===== src/rtl/counter_pkg.sv =====
// Shared types and helpers for the multi-mode counter: mode encoding,
// Gray conversion and mode classification.
package counter_pkg;

   typedef enum logic [1:0] {
      BINARY  = 2'd0,
      GRAY    = 2'd1,
      JOHNSON = 2'd2,
      RING    = 2'd3
   } counter_mode_e;

   function automatic logic [31:0] bin2gray(input logic [31:0] bin);
      return bin ^ (bin >> 1);
   endfunction

   // Binary and Gray share the same underlying count register.
   function automatic logic is_bin_gray(input counter_mode_e mode);
      return (mode == BINARY) || (mode == GRAY);
   endfunction

endpackage


===== src/rtl/clock_divider.sv =====
// Divides the input clock into a square wave at FREQUENCY and emits a
// one-cycle step strobe in the cycle that drives the square wave high.
module clock_divider #(
   parameter int CLK_HZ    = 50000000,
   parameter int FREQUENCY = 1000000
) (
   input  logic i_clk,
   input  logic i_reset,
   output logic o_sync_clock,
   output logic o_step
);

   localparam int HALF = CLK_HZ / (2 * FREQUENCY);
   localparam int DW   = (HALF > 1) ? $clog2(HALF) : 1;
   localparam logic [DW-1:0] LAST = DW'(HALF - 1);

   logic [DW-1:0] r_div;
   logic          r_sync;
   logic          w_last;

   assign w_last = (r_div == LAST);

   always_ff @(posedge i_clk) begin
      if (i_reset) begin
         r_div  <= '0;
         r_sync <= 1'b0;
      end else if (w_last) begin
         r_div  <= '0;
         r_sync <= ~r_sync;
      end else begin
         r_div  <= r_div + DW'(1);
      end
   end

   assign o_sync_clock = r_sync;
   assign o_step       = w_last & ~r_sync;

endmodule


===== src/rtl/param_counter.sv =====
// Multi-mode counter (binary, Gray, Johnson, ring) advanced by a divided
// step strobe, with load, pause, direction and saturate/wrap control.
module param_counter
   import counter_pkg::*;
#(
   parameter int               WIDTH     = 5,
   parameter logic [WIDTH-1:0] INITIAL   = 5'b01001,
   parameter int               CLK_HZ    = 50000000,
   parameter int               FREQUENCY = 1000000
) (
   input  logic             i_clock_50mhz,
   input  logic             i_reset,
   input  logic             i_set,
   input  logic             i_pause,
   input  logic             i_count,
   input  logic [1:0]       i_type,
   input  logic             i_sat,
   output logic [WIDTH-1:0] o_value,
   output logic             o_sync_clock,
   output logic             o_wrap,
   output logic             o_at_limit
);

   localparam logic [WIDTH-1:0] ALL_ONES = '1;

   counter_mode_e    r_mode;
   logic [WIDTH-1:0] r_cnt;
   logic [WIDTH-1:0] r_shift;
   logic             r_wrap;

   logic             w_step;
   counter_mode_e    w_type;
   logic [WIDTH-1:0] w_cnt_step;
   logic             w_cnt_wrap;
   logic [WIDTH-1:0] w_shift_step;
   logic             w_shift_wrap;

   function automatic logic [WIDTH-1:0] shift_seed(input counter_mode_e mode);
      return (mode == RING) ? WIDTH'(1) : '0;
   endfunction

   clock_divider #(
      .CLK_HZ   (CLK_HZ),
      .FREQUENCY(FREQUENCY)
   ) u_clock_divider (
      .i_clk       (i_clock_50mhz),
      .i_reset     (i_reset),
      .o_sync_clock(o_sync_clock),
      .o_step      (w_step)
   );

   assign w_type = counter_mode_e'(i_type);

   // At a limit: wrap with a pulse, or hold silently when saturating.
   always_comb begin
      w_cnt_step = r_cnt;
      w_cnt_wrap = 1'b0;
      if (i_count) begin
         if (r_cnt == ALL_ONES) begin
            if (!i_sat) begin
               w_cnt_step = '0;
               w_cnt_wrap = 1'b1;
            end
         end else begin
            w_cnt_step = r_cnt + WIDTH'(1);
         end
      end else begin
         if (r_cnt == '0) begin
            if (!i_sat) begin
               w_cnt_step = ALL_ONES;
               w_cnt_wrap = 1'b1;
            end
         end else begin
            w_cnt_step = r_cnt - WIDTH'(1);
         end
      end
   end

   always_comb begin
      w_shift_step = r_shift;
      case (r_mode)
         JOHNSON: w_shift_step = i_count ? {r_shift[WIDTH-2:0], ~r_shift[WIDTH-1]}
                                         : {~r_shift[0], r_shift[WIDTH-1:1]};
         RING:    w_shift_step = i_count ? {r_shift[WIDTH-2:0], r_shift[WIDTH-1]}
                                         : {r_shift[0], r_shift[WIDTH-1:1]};
         default: w_shift_step = r_shift;
      endcase
      w_shift_wrap = (w_shift_step == shift_seed(r_mode));
   end

   always_ff @(posedge i_clock_50mhz) begin
      if (i_reset) begin
         r_mode  <= BINARY;
         r_cnt   <= INITIAL;
         r_shift <= '0;
         r_wrap  <= 1'b0;
      end else begin
         r_wrap <= 1'b0;
         if (i_set) begin
            if (is_bin_gray(r_mode)) r_cnt   <= INITIAL;
            else                     r_shift <= shift_seed(r_mode);
         end else if (w_type != r_mode) begin
            r_mode <= w_type;
            // Binary<->Gray is only a re-encoding of the same count.
            if (!(is_bin_gray(r_mode) && is_bin_gray(w_type))) begin
               if (is_bin_gray(w_type)) r_cnt   <= INITIAL;
               else                     r_shift <= shift_seed(w_type);
            end
         end else if (i_pause) begin
            r_wrap <= 1'b0;
         end else if (w_step) begin
            if (is_bin_gray(r_mode)) begin
               r_cnt  <= w_cnt_step;
               r_wrap <= w_cnt_wrap;
            end else begin
               r_shift <= w_shift_step;
               r_wrap  <= w_shift_wrap;
            end
         end
      end
   end

   always_comb begin
      case (r_mode)
         BINARY:  o_value = r_cnt;
         GRAY:    o_value = WIDTH'(bin2gray(32'(r_cnt)));
         default: o_value = r_shift;
      endcase
   end

   assign o_wrap     = r_wrap;
   assign o_at_limit = is_bin_gray(r_mode) &
                       (i_count ? (r_cnt == ALL_ONES) : (r_cnt == '0));

endmodule


===== config.mk =====
export PLATFORM = sky130hd
export DESIGN_NAME = param_counter
export DESIGN_NICKNAME = d
export VERILOG_FILES = /design/src/rtl/counter_pkg.sv /design/src/rtl/clock_divider.sv /design/src/rtl/param_counter.sv
export SDC_FILE = /design/constraint.sdc
export NUM_CORES = 1
export LEC_CHECK = 0
export ABC_AREA = 0
export CAP_MARGIN = 15
export CORE_UTILIZATION = 40
export CTS_BUF_LIST = sky130_fd_sc_hd__clkbuf_8
export CTS_CLUSTER_SIZE = 8
export DETAILED_ROUTE_END_ITERATION = 10
export GPL_ROUTABILITY_DRIVEN = 0
export GPL_TIMING_DRIVEN = 0
export PLACE_DENSITY = 0.59
export SLEW_MARGIN = 25
export SYNTH_ARGS = -nofsm -noshare
export SYNTH_HDL_FRONTEND = slang
export SYNTH_SLANG_ARGS = --single-unit

===== constraint.sdc =====
create_clock -name i_clock_50mhz -period 2.25 [get_ports i_clock_50mhz]
set_input_delay 0.675 -clock i_clock_50mhz [delete_from_list [all_inputs] [get_ports i_clock_50mhz]]
set_output_delay 0.675 -clock i_clock_50mhz [all_outputs]
set_load 0.05 [all_outputs]

==> Implementation_results.wiki <==
{| class="wikitable"
! Metric !! Value
|-
| Outcome || finished, final reports clean
|-
| Via count of the first global-routing pass || 1265
|-
| Number of primary I/O pins || 16
|-
| Count of vias placed by the detailed router || 1337
|-
| Initial antenna violation count || 0
|-
| Setup TNS || 0 ps
|-
| Number of distinct library cells after synthesis || 47
|-
| Cell Count Post-Placement || 235
|-
| Number of flops mapped to enable cells by yosys || 0
|-
| Dominant cell by count in the synthesized netlist || nor2_1
|-
| Syn_nets || 194
|-
| Class of the most critical hold timing path || register to register
|-
| Sequential fraction of the synthesis area || 27.0%
|-
| Async set or reset register ratio after synthesis || 0%
|-
| Post-CTS Hold Buffers || 0
|-
| Total Routed Length || 3470 um
|-
| Maxcap violations || 0
|-
| Worst-case clock buffer depth || 2
|-
| Worst EP arrival || 1560 ps
|-
| Standard-cell row count || 21
|-
| Setup clock skew after layout || 4.82 ps
|-
| Top achievable clock speed || 448 MHz
|-
| Share of post-route cells with drive strength above 1 || 24.5%
|-
| Startpoint type of the worst setup path || register
|-
| HPWL after DPL || 2550 um
|-
| P per Cell Area || 457 nW/um^2
|-
| Layout-stage area growth over the synthesis result || 27.7%
|-
| Antenna Diode Count || 0
|-
| Setup repair after global routing missed its margin || yes
|-
| Mean Syn Cell Area || 8.02 sq um
|-
| Vert. Die Dim || 61.4 um
|-
| Leading register cell type out of synthesis || dfxtp_1
|-
| Clock-pin transition on the worst setup and hold timing paths || 70 ps
|-
| Pin count of the biggest net entering global routing || 15
|-
| Kind of end point of the critical path || output port
|-
| First-pass GRT wire length || 5610 um
|-
| Cell types with the largest area share after synthesis || dfxtp_1 (27%), ha_1 (8.9%), nor2_1 (5.3%)
|-
| Master cell of the clock root buffer || clkbuf_8
|-
| Final min period || 2230 ps
|-
| Final cell count without fillers || 246
|-
| Final setup violation count || 0
|-
| DR DRC count || 0
|-
| TritonCTS clock tree || yes
|-
| Die Span X || 61.4 um
|-
| Nets@finish || 219
|-
| Std-Cell Core Area || 3360 sq um
|-
| Insertion delay of the later-clocked pin in the worst-skew pair || 260 ps
|-
| Total number of H-tree levels || 1
|-
| Crit Path Max Fanout || 4
|-
| Portion of the clock cycle consumed by the worst path in the final layout || 99.2%
|-
| Area share of the largest cell type after synthesis || 27.0%
|-
| Number of buffers added on ports || 13
|-
| Yosys warnings || 0
|-
| Count of endpoints failing hold in the final timing report || 0
|-
| Tightest Pin Transition || 537 ps
|-
| Area enclosed by the die boundary || 3770 sq um
|-
| Clock sink count || 19
|-
| Cell types with the highest counts after synthesis || nor2_1 (20), dfxtp_1 (19), nand2_1 (18)
|-
| Tot Pwr || 823 uW
|-
| Max Transition Viols Final || 0
|-
| Cell taking the most area after synthesis || dfxtp_1
|-
| Number of DRC markers after the initial detailed-route iteration || 55
|-
| Total congestion overflow || 0
|-
| Kind of critical path || register to output port
|-
| Number of search-and-repair iterations in the first detailed-routing pass || 4
|-
| Synthesized instance count || 176
|-
| Average wire per standard cell || 14.1 um
|-
| Required time reported for the critical path endpoint || 1570 ps
|-
| Synthesis-stage register bit count || 19
|-
| Cell Area, Synth || 1410 sq um
|-
| Total clock buffers created by CTS || 3
|-
| Leakage power || 0.713 nW
|-
| Vias per std cell || 5.43
|-
| Starting density of the core || 42.0%
|-
| Maximum VDD drop || 0.000220 V
|-
| Placement Setup Slack || -694 ps
|-
| PnR worst setup slack || 18.6 ps
|-
| Relative max-transition margin || 63.9%
|-
| Antenna Violating Nets Remaining || 0
|-
| All-layer global routing usage || 20.6%
|}
-- where the power goes --
| group | switching, mW | internal, mW | total, mW |
|---|---|---|---|
| Clock | 0.117 | 0.123 | 0.240 |
| Sequential | 0.0152 | 0.348 | 0.363 |
| Combinational | 0.129 | 0.0908 | 0.220 |
-- state kept, by name, indices dropped and copies added, names as in the netlist --
register                      count
r_shift                           5
u_clock_divider.o_sync_clock      1
o_wrap                            1
r_cnt                             5
u_clock_divider.r_div             5
r_mode                            2
-- cell families (layout without fill, tap and decap cells) --
logic type,count (synthesis),after routing,synth area share (%)
xor+xnor,11,11,6.83
compound gates,39,39,18.2
flops,19,19,27.0
buf+inv,20,44,6.38
fa+ha+maj,10,10,8.87
simple gates,67,67,25.3
mux,10,10,7.54
-- layout by cell type, fill, tap and decap left out, types with 2 or more instances in the layout --
cell type        synthesis  routed
nand2_1                 18      18
nor2_1                  20      18
dfxtp_1                 19      15
buf_4                    1      14
inv_1                   11      11
o21ai_0                 11      11
a21oi_1                  8       8
mux2i_1                  7       7
xor2_1                   6       6
ha_1                    10       6
xnor2_1                  5       5
nand3_1                  5       5
clkdlybuf4s50_1          0       5
a31oi_1                  4       4
nor2b_1                  3       3
nor3_1                   4       3
a22oi_1                  3       3
ha_4                     0       3
clkbuf_8                 0       3
dfxtp_4                  0       3
clkbuf_4                 0       2
buf_6                    1       2
and2_4                   0       2
nor2_4                   0       2
clkbuf_1                 4       2
nor3_2                   1       2
or3_4                    2       2
or3_1                    2       2
mux2_2                   2       2
nand2b_1                 2       2
-- path summary, 6_finish.rpt --
check                           start                        to  slack [ps]  cells past startpoint
max                          r_cnt[2]                o_at_limit          20                      6
min          u_clock_divider.r_div[0]  u_clock_divider.r_div[0]         490                      1
max reg2reg                  r_cnt[0]                  r_cnt[4]         100                      9
min reg2reg  u_clock_divider.r_div[0]  u_clock_divider.r_div[0]         490                      1
-- per-stage QoR --
stage,hold WS (ps),utilization [%],cell area [sq um]
2_1_floorplan,430,-,1410
3_3_place_gp,449,47.5,1600
3_5_place_dp,472,47.5,1600
4_1_cts,488,52.2,1760
5_1_grt,508,53.6,1800
6_report,489,53.6,1800
-- per-layer routing --
metal	up-vias	track usage, %	wire length [um]
met5	-	0	0
met4	0	10.2	84
met3	9	2.52	105
met2	34	34.9	1690
met1	631	26.0	1590
li1	663	-	-
-- repair_timing --
| item | in CTS | in global routing |
|---|---|---|
| resized for setup | 66 | 11 |
| endpoints found under the setup margin | 7 | 10 |
| buffers inserted | 8 | 0 |
| hold endpoints to repair | 0 | 0 |
| pin swaps | 3 | 1 |
-- final cells by class --
class	instances	area [sq um]
fillers	339	1560
multi-input cells	137	1020
flip-flops and latches	19	393
repair buffers	21	184
plain buffers	8	57.6
well taps	46	57.6
clock buffers	3	41.3
inverters	11	41.3
clock inverters	1	5.00
-- critical path: stages, from the launching register on --
cell and delay [ps]:
dfxtp_4 360, inv_1 150, ha_4 180, and4bb_4 290, nor2_4 60, nor2_4 110, buf_8 160
(Power assumes the default switching activity.)
